===== config.mk =====
export PLATFORM = sky130hd
export DESIGN_NAME = mem_stage_flat
export DESIGN_NICKNAME = d
export VERILOG_FILES = /design/src/rtl/mem_stage_if.sv /design/src/rtl/mem_stage.sv /design/src/flat_wrapper.sv
export SDC_FILE = /design/constraint.sdc
export NUM_CORES = 1
export LEC_CHECK = 0
export ABC_CLOCK_PERIOD_IN_PS = 3700
export BUFFER_PORTS_ARGS = -buffer_cell sky130_fd_sc_hd__buf_2
export CAP_MARGIN = 5
export CORE_ASPECT_RATIO = 1.5
export CORE_MARGIN = 8
export CORE_UTILIZATION = 41
export CTS_BUF_LIST = sky130_fd_sc_hd__clkbuf_8
export CTS_CLUSTER_SIZE = 12
export DETAILED_ROUTE_END_ITERATION = 8
export PLACE_DENSITY_LB_ADDON = 0.08
export SETUP_SLACK_MARGIN = 0.02
export SYNTH_ARGS = -nofsm -noshare
export SYNTH_HDL_FRONTEND = slang
export SYNTH_SLANG_ARGS = --single-unit
export TNS_END_PERCENT = 5

===== constraint.sdc =====
create_clock -name clk -period 3.7 [get_ports clk]
set_input_delay 0.37 -clock clk [delete_from_list [all_inputs] [get_ports clk]]
set_output_delay 0.37 -clock clk [all_outputs]
set_load 0.1 [all_outputs]

===== src/rtl/mem_stage_if.sv =====
// Signal bundle between the memory stage and its EX / WB / data-SRAM neighbours.
// The slave modport is the memory stage's view; master is the surrounding pipeline.
interface mem_stage_if #(
  parameter int ES_TO_MS_WD = 171
);
  logic                   flush;
  logic                   ws_allowin;
  logic                   ms_allowin;
  logic                   es_to_ms_valid;
  logic [ES_TO_MS_WD-1:0] es_to_ms_bus;
  logic                   data_sram_data_ok;
  logic [31:0]            data_sram_rdata;
  logic                   ms_to_ws_valid;
  logic [ES_TO_MS_WD-1:0] ms_to_ws_bus;
  logic [39:0]            ms_forward;
  logic                   ms_to_es_ex;

  modport slave (
    input  flush, ws_allowin, es_to_ms_valid, es_to_ms_bus,
           data_sram_data_ok, data_sram_rdata,
    output ms_allowin, ms_to_ws_valid, ms_to_ws_bus, ms_forward, ms_to_es_ex
  );

  modport master (
    output flush, ws_allowin, es_to_ms_valid, es_to_ms_bus,
           data_sram_data_ok, data_sram_rdata,
    input  ms_allowin, ms_to_ws_valid, ms_to_ws_bus, ms_forward, ms_to_es_ex
  );
endinterface


===== src/rtl/mem_stage.sv =====
// Memory-access pipeline stage: waits for the data-SRAM response, buffers it across WB
// stalls, extends load data, and discards late responses of flushed requests.
module mem_stage #(
  parameter int ES_TO_MS_WD = 171,
  parameter int ERTN_BIT    = 80
) (
  input  logic       clk,
  input  logic       resetn,
  mem_stage_if.slave ms_if
);
  localparam int WD = ES_TO_MS_WD;

  logic          ms_valid_q, ms_valid_d;
  logic [WD-1:0] bus_q, bus_d;
  logic          buf_valid_q, buf_valid_d;
  logic [31:0]   buf_data_q, buf_data_d;
  logic [1:0]    drop_cnt_q, drop_cnt_d;

  logic        res_from_mem, is_store, ex, gr_we;
  logic [1:0]  addr;
  logic        req_issued, live_ok, drop_rsp, ms_ready_go, ms_stall, leave;
  logic        orphan_ms, orphan_es;
  logic [2:0]  drop_sum;
  logic [31:0] raw, loaded, final_result;
  logic [7:0]  rd_byte;
  logic [15:0] rd_half;

  assign gr_we        = bus_q[69];
  assign res_from_mem = bus_q[70];
  assign addr         = bus_q[77:76];
  assign is_store     = bus_q[78];
  assign ex           = bus_q[79];

  assign req_issued  = ms_valid_q & (res_from_mem | is_store) & ~ex;
  assign live_ok     = ms_if.data_sram_data_ok & (drop_cnt_q == 2'd0);
  assign drop_rsp    = ms_if.data_sram_data_ok & (drop_cnt_q != 2'd0);
  assign ms_ready_go = ~req_issued | buf_valid_q | live_ok;
  assign ms_stall    = ms_valid_q & res_from_mem & ~ms_ready_go;

  assign ms_if.ms_allowin     = ~ms_valid_q | (ms_ready_go & ms_if.ws_allowin);
  assign ms_if.ms_to_ws_valid = ms_valid_q & ms_ready_go & ~ms_if.flush;
  assign leave                = ms_if.ms_to_ws_valid & ms_if.ws_allowin;

  always_comb begin
    raw     = buf_valid_q ? buf_data_q : ms_if.data_sram_rdata;
    rd_half = addr[1] ? raw[31:16] : raw[15:0];
    case (addr)
      2'd0:    rd_byte = raw[7:0];
      2'd1:    rd_byte = raw[15:8];
      2'd2:    rd_byte = raw[23:16];
      default: rd_byte = raw[31:24];
    endcase
    if (bus_q[75])      loaded = raw;
    else if (bus_q[74]) loaded = {{24{rd_byte[7]}}, rd_byte};
    else if (bus_q[73]) loaded = {24'd0, rd_byte};
    else if (bus_q[72]) loaded = {{16{rd_half[15]}}, rd_half};
    else if (bus_q[71]) loaded = {16'd0, rd_half};
    else                loaded = raw;
    final_result = res_from_mem ? loaded : bus_q[63:32];
  end

  assign ms_if.ms_to_ws_bus = {bus_q[WD-1:70], gr_we & ~ex, bus_q[68:64],
                               final_result, bus_q[31:0]};
  assign ms_if.ms_forward   = {ms_stall, final_result, bus_q[68:64], gr_we, ms_valid_q};
  assign ms_if.ms_to_es_ex  = ms_valid_q & (ex | bus_q[ERTN_BIT]);

  // An EX mem-op already holds an accepted request, so on flush it is orphaned even
  // when MS cannot take it this cycle.
  assign orphan_ms = req_issued & ~buf_valid_q & ~live_ok;
  assign orphan_es = ms_if.es_to_ms_valid & (ms_if.es_to_ms_bus[70] | ms_if.es_to_ms_bus[78])
                     & ~ms_if.es_to_ms_bus[79];

  always_comb begin
    ms_valid_d  = ms_valid_q;
    bus_d       = bus_q;
    buf_valid_d = buf_valid_q;
    buf_data_d  = buf_data_q;
    if (ms_if.flush) begin
      ms_valid_d = 1'b0;
    end else if (ms_if.ms_allowin) begin
      ms_valid_d = ms_if.es_to_ms_valid;
      if (ms_if.es_to_ms_valid) bus_d = ms_if.es_to_ms_bus;
    end
    if (ms_if.flush | leave) begin
      buf_valid_d = 1'b0;
    end else if (live_ok & req_issued & ~buf_valid_q & ~ms_if.ws_allowin) begin
      buf_valid_d = 1'b1;
      buf_data_d  = ms_if.data_sram_rdata;
    end
    drop_sum = {1'b0, drop_cnt_q};
    if (ms_if.flush) drop_sum = drop_sum + {2'b0, orphan_ms} + {2'b0, orphan_es};
    if (drop_rsp)    drop_sum = drop_sum - 3'd1;
    drop_cnt_d = (drop_sum > 3'd3) ? 2'd3 : drop_sum[1:0];
  end

  always_ff @(posedge clk or negedge resetn) begin
    if (!resetn) begin
      ms_valid_q  <= 1'b0;
      bus_q       <= '0;
      buf_valid_q <= 1'b0;
      buf_data_q  <= '0;
      drop_cnt_q  <= '0;
    end else begin
      ms_valid_q  <= ms_valid_d;
      bus_q       <= bus_d;
      buf_valid_q <= buf_valid_d;
      buf_data_q  <= buf_data_d;
      drop_cnt_q  <= drop_cnt_d;
    end
  end
endmodule


===== src/flat_wrapper.sv =====
// flat-port wrapper written by rule: the top's interface ports become plain ports
module mem_stage_flat 
#(
  parameter int ES_TO_MS_WD = 171,
  parameter int ERTN_BIT    = 80
)
  (clk, resetn, ms_if_flush, ms_if_ws_allowin, ms_if_es_to_ms_valid, ms_if_es_to_ms_bus, ms_if_data_sram_data_ok, ms_if_data_sram_rdata, ms_if_ms_allowin, ms_if_ms_to_ws_valid, ms_if_ms_to_ws_bus, ms_if_ms_forward, ms_if_ms_to_es_ex);
  mem_stage_if #(.ES_TO_MS_WD(ES_TO_MS_WD)) ms_if_i ();
  input  logic clk;
  input  logic resetn;
  input wire logic [$bits(ms_if_i.flush)-1:0] ms_if_flush;
  input wire logic [$bits(ms_if_i.ws_allowin)-1:0] ms_if_ws_allowin;
  input wire logic [$bits(ms_if_i.es_to_ms_valid)-1:0] ms_if_es_to_ms_valid;
  input wire logic [$bits(ms_if_i.es_to_ms_bus)-1:0] ms_if_es_to_ms_bus;
  input wire logic [$bits(ms_if_i.data_sram_data_ok)-1:0] ms_if_data_sram_data_ok;
  input wire logic [$bits(ms_if_i.data_sram_rdata)-1:0] ms_if_data_sram_rdata;
  output wire logic [$bits(ms_if_i.ms_allowin)-1:0] ms_if_ms_allowin;
  output wire logic [$bits(ms_if_i.ms_to_ws_valid)-1:0] ms_if_ms_to_ws_valid;
  output wire logic [$bits(ms_if_i.ms_to_ws_bus)-1:0] ms_if_ms_to_ws_bus;
  output wire logic [$bits(ms_if_i.ms_forward)-1:0] ms_if_ms_forward;
  output wire logic [$bits(ms_if_i.ms_to_es_ex)-1:0] ms_if_ms_to_es_ex;
  assign ms_if_i.flush = ms_if_flush;
  assign ms_if_i.ws_allowin = ms_if_ws_allowin;
  assign ms_if_i.es_to_ms_valid = ms_if_es_to_ms_valid;
  assign ms_if_i.es_to_ms_bus = ms_if_es_to_ms_bus;
  assign ms_if_i.data_sram_data_ok = ms_if_data_sram_data_ok;
  assign ms_if_i.data_sram_rdata = ms_if_data_sram_rdata;
  assign ms_if_ms_allowin = ms_if_i.ms_allowin;
  assign ms_if_ms_to_ws_valid = ms_if_i.ms_to_ws_valid;
  assign ms_if_ms_to_ws_bus = ms_if_i.ms_to_ws_bus;
  assign ms_if_ms_forward = ms_if_i.ms_forward;
  assign ms_if_ms_to_es_ex = ms_if_i.ms_to_es_ex;
  mem_stage #(.ES_TO_MS_WD(ES_TO_MS_WD), .ERTN_BIT(ERTN_BIT)) u_core (.clk(clk), .resetn(resetn), .ms_if(ms_if_i));
endmodule

* Yosys cells after proc, flatten, opt, wreduce, memory -nomap -nowiden *
Index checks and enable logic that the tools add are counted.

word-level totals
  word-level logic and storage cells = 70
  input port bits = 209
  register bits = 207

cells by class
  equality and inequality tests = 2
  muxes and demuxes = 16
  bitwise gates (word level) = 36
  magnitude comparators = 1
  reduce and logical (&&, ||, !) cells = 7
  $add $sub $neg = 3

operators by type and width
  kind                                                                  count
  32-bit 2-to-1 mux                                                     7
  8-bit one-hot mux with 3 select lines                                 1
  1-bit AND                                                             19
  16-bit 2-to-1 mux                                                     1
  1-bit NOT                                                             10
  1-bit OR                                                              7
  3-bit 2-to-1 mux                                                      2
  2-bit nonzero test                                                    3
  2-bit logical NOT                                                     2
  1-bit 2-to-1 mux                                                      4
  2-bit by 1-bit adder with 3-bit output                                1
  3-bit by 1-bit adder with 3-bit output                                1
  3-bit by 2-bit > comparator with 1-bit output, second input constant  1
  3-bit AND reduction                                                   1
  3-bit by 1-bit subtractor with 3-bit output, second input constant    1
  2-bit by 1-bit == test with 1-bit output, second input constant       1
  2-bit == test, second input constant                                  1
  2-bit 2-to-1 mux                                                      1
  2-bit AND reduction                                                   1

* Longest topological paths before layout *
  depth after elaboration = 12
  gate-level depth with buffers = 10
  gate-level depth less buffers = 10

* Worst setup path before layout *
Ideal clock, no wire load.

  path kind = reg2out
  from = register u_core.buf_valid_q
  to = output ms_if_ms_to_ws_bus[45]
  path buffers = 4
  cell stages (with the launch flop) = 9
  slack = -0.937 ns
  arrival time = 4.267 ns
  cell sequence = dfrtp_1 -> buf_2 -> buf_2 -> buf_2 -> mux2i_1 -> nand2_1 -> o211ai_1 -> a221oi_1 -> buf_4

on the way
  word-level cells in the longest chain between the ends = 8
  elaborated cells on any way between the ends = 9
  classes of those cells = mux: 9

ends and longest elaborated chain
  what                    RTL line            source
  start, declared         mem_stage.sv:15     logic buf_valid_q, buf_valid_d;
  start signal, assigned  mem_stage.sv:106    buf_valid_q <= buf_valid_d;
  32-bit 2-to-1 mux *     mem_stage.sv:45     raw = buf_valid_q ? buf_data_q : ms_if.data_sram_rdata;
  16-bit 2-to-1 mux       mem_stage.sv:46     rd_half = addr[1] ? raw[31:16] : raw[15:0];
  32-bit 2-to-1 mux       mem_stage.sv:57     else if (bus_q[71]) loaded = {16'd0, rd_half};
  32-bit 2-to-1 mux       mem_stage.sv:56     else if (bus_q[72]) loaded = {{16{rd_half[15]}}, rd_half};
  32-bit 2-to-1 mux       mem_stage.sv:55     else if (bus_q[73]) loaded = {24'd0, rd_byte};
  32-bit 2-to-1 mux       mem_stage.sv:54     else if (bus_q[74]) loaded = {{24{rd_byte[7]}}, rd_byte};
  32-bit 2-to-1 mux *     mem_stage.sv:53     if (bus_q[75]) loaded = raw;
  32-bit 2-to-1 mux *     mem_stage.sv:59     final_result = res_from_mem ? loaded : bus_q[63:32];
  end, declared           flat_wrapper.sv:19  output wire logic [$bits(ms_if_i.ms_to_ws_bus)-1:0] ms_if_ms_to_ws_bus;

Mark *: on every way between the ends. The rest lies on a longest branch, timed or not.

* Final worst setup path *
  from = register u_core.bus_q[77]
  to = output ms_if_ms_to_ws_bus[63]

on the way
  word-level cells in the longest chain between the ends = 6
  elaborated cells on any way between the ends = 10
  classes of those cells = eq/ne: 2; mux: 7; reduce/logical: 1

ends and longest elaborated chain
  what                    RTL line          source
  start, declared         mem_stage.sv:14   logic [WD-1:0] bus_q, bus_d;
  start signal, assigned  mem_stage.sv:105  bus_q <= bus_d;
  16-bit 2-to-1 mux       mem_stage.sv:46
  32-bit 2-to-1 mux       mem_stage.sv:56
  32-bit 2-to-1 mux       mem_stage.sv:55
  32-bit 2-to-1 mux *     mem_stage.sv:54
  32-bit 2-to-1 mux *     mem_stage.sv:53
  32-bit 2-to-1 mux *     mem_stage.sv:59

Marks and branches as above.

==> flow_summary.toml <==
[run_status]
status = "complete, no violations"

[critical_path]
crit_arrival_ns = 3.05
critical_path.endpoint = "ms_if_ms_to_ws_bus[63]"
end_kind = "primary output"
critPathLaunch = "u_core.bus_q[77]$_DFFE_PN0P_"
critical_path_class = "flip-flop to primary output"
r2r_setup_slack_ns = 0.87
r2r_start = "u_core.buf_valid_q$_DFFE_PN0P_"
regToRegEndpoint = "u_core.drop_cnt_q[0]$_DFF_PN0_"
ff2ff_path_depth = 8
crit_required_ns = 3.33
worstSetupStartpointType = "flip-flop"
worst-path-max-fanout = 20

[logic_synthesis]
yosys_warnings = 0
ys_ff_latch = 207
synth-edff-count = 0
syn-cell-area_mm2 = 0.0106
synthFlopType = "dfrtp_1"
synth_cells = 838
synth_nets = 1050
syn_avg_cell_area_um2 = 12.6
async_flop_share_pct = 100
netlist-cell-type-count = 43
synth_top_cell_by_area = "dfrtp_1"
ys_seq_area_share_pct = 49.0
yosysTopAreaCellShare_pct = 49.0
ys_top_cells_by_area = "dfrtp_1 49%, mux2_2 14%, buf_4 13%"

[detailed_routing]
firstDrtPassIters = 6
num_vias = 7162
first_iter_violations = 202
drc = 0
vias_per_cell = 4.97
wirelength_um = 30100
ant_nets = 0
detail_route.wl_per_cell_um = 20.9

[grt]
antenna_found_initial = 9
grtUsageTotal_pct = 18.5
grt.overflow.total = 0
grt_max_degree = 98
first_global_vias = 7657
grt_first_pass_wirelength_um = 45000

[power_and_ir_drop]
p_per_area_mw_per_mm2 = 925
p_leak_uw = 0.00596
ir_worst_vdd_mv = 0.607
total_power_uw = 11500

[die]
row_count = 72
io_pins = 423
die-width_um = 147
initial_core_util_pct = 41.3
core_mm2 = 0.0256
die_h_um = 213
die_area_mm2 = 0.0313

[clock_tree]
clock_latency_ns = 0.52
ctsHtreeMaxLevel = 2
clk_pin_slew_ns = 0.07
clockRootBuffer = "clkbuf_8"
cts-resized-gates = 0
numCtsBuffers = 36
clkSinkCount = 207
cts_buffer_depth = 3
cts_tree = "yes"

[final_layout]
syn2layout_area_growth_pct = 17.6
final_common_cell = "buf_2"
layout-drive-gt1-share_pct = 56.5
mostFrequentLayoutCells = "417 x buf_2, 206 x dfrtp_1, 130 x mux2_2"
fin_nets = 1302
utilization_pct = 48.6

[sta]
slew_violations = 0
timing.final.crit_share_pct = 92.5
fin_skew_ns = 0.0206
timing.fmax_ghz = 0.292
rsz0062_at_grt = "no"
worstMarginPinSlew_ns = 0.716
relSlewSlack_pct = 52.1
finalSetupViolations = 0
hold_violations = 0
period_needed_ns = 3.42

[flow_run]
max-cap-violations = 0

[placed_design]
place.gp.congestion = 0.799
place_hpwl_um = 23200
portBuffers = 422

[min_path]
hp-start = "ms_if_es_to_ms_bus[105]"
worstHoldPathType = "primary input to flip-flop"
layout make-up:
class,instances,area [um^2]
Sequential cell,207,5180
Clock buffer,42,578
Tap cell,333,417
Clock inverter,11,98.8
Fill cell,2422,13100
Antenna cell,3,7.51
Multi-Input combinational cell,408,3820
Timing Repair Buffer,437,2330
routing by layer:
layer | vias to the layer above | track usage [%] | wire length, um
met2 | 314 | 33.3 | 15900
met4 | 8 | 7.83 | 973
met1 | 3472 | 18.9 | 10500
met3 | 60 | 7.04 | 2770
met5 | - | 0 | 50
li1 | 3308 | - | -
worst min-delay path by stage:
stage,end,slack (ns),depth (start not counted)
global placement,u_core.buf_data_q[18]$_DFFE_PN0P_,0.39,1
finish,u_core.bus_q[105]$_DFFE_PN0P_,0.06,2
detailed placement,u_core.buf_data_q[18]$_DFFE_PN0P_,0.40,1
global route,u_core.bus_q[44]$_DFFE_PN0P_,0.02,2
floorplan,u_core.buf_data_q[0]$_DFFE_PN0P_,0.07,0
CTS,u_core.bus_q[107]$_DFFE_PN0P_,0.006,2
synthesized netlist by cell type, types with 2 or more instances:
cell type and n:
dfrtp_1 207, buf_4 189, mux2_2 130, mux2_1 91, a31oi_1 21, a21oi_1 20
nor2_1 17, o22ai_1 17, clkbuf_1 16, mux2i_1 16, nand2_1 15, buf_2 14
a21o_1 9, o211ai_1 8, a221oi_1 7, o221ai_1 7, o2bb2ai_1 7, nand2b_1 6
and3_1 3, buf_6 3, nand3_1 3, nor2b_1 3, nor3b_1 3, ha_1 2
mux4_2 2, nor3_1 2, o21a_1 2, o21ai_0 2, o21ai_1 2
sequential cells by signal, summed over array words and instances (netlist names):
register / count
u_core.buf_data_q: 32
u_core.buf_valid_q: 1
u_core.bus_q: 171
u_core.drop_cnt_q: 2
u_core.ms_valid_q: 1
logic make-up after synthesis:
| group | synth area share (%) |
|---|---|
| muxes | 25.5 |
| and+or+nand+nor | 2.97 |
| adders and majority gates | 0.426 |
| buffers and inverters | 15.0 |
| DFF | 49.0 |
| AOI/OAI and AO/OA | 7.12 |
report_power, final:
part | total, uW | internal [uW] | switching [uW]
clock | 2050 | 1150 | 890
combinational | 6470 | 1070 | 5400
sequential | 2990 | 2720 | 266
total | 11500 | 4950 | 6560
stage by stage:
step	instance area (um^2)	hold slack, ns	setup TNS [ns]	worst slack (ns)	cells
2_1_floorplan	10600	0.0744	-13.37	-0.937	838
3_3_place_gp	11700	0.390	0	0.913	1384
3_5_place_dp	11700	0.395	0	0.859	1384
4_1_cts	12400	0.00624	0	0.274	1438
5_1_grt	12400	0.0171	0	0.0563	1440
6_report	12400	0.0578	0	0.277	1441
critical path, stage by stage, from the launching register on:
cell	delay (ns)
dfrtp_1	0.73
mux4_2	0.33
nand3_1	0.48
and3_1	0.35
a21oi_1	0.18
buf_2	0.46
timing repair:
| action | 4_1_cts | 5_1_grt |
|---|---|---|
| hold buffers | 1 | 0 |
| endpoints found under the hold margin | 55 | 0 |
| buffers inserted | 0 | 0 |
Power figures use the tool's default switching activity.
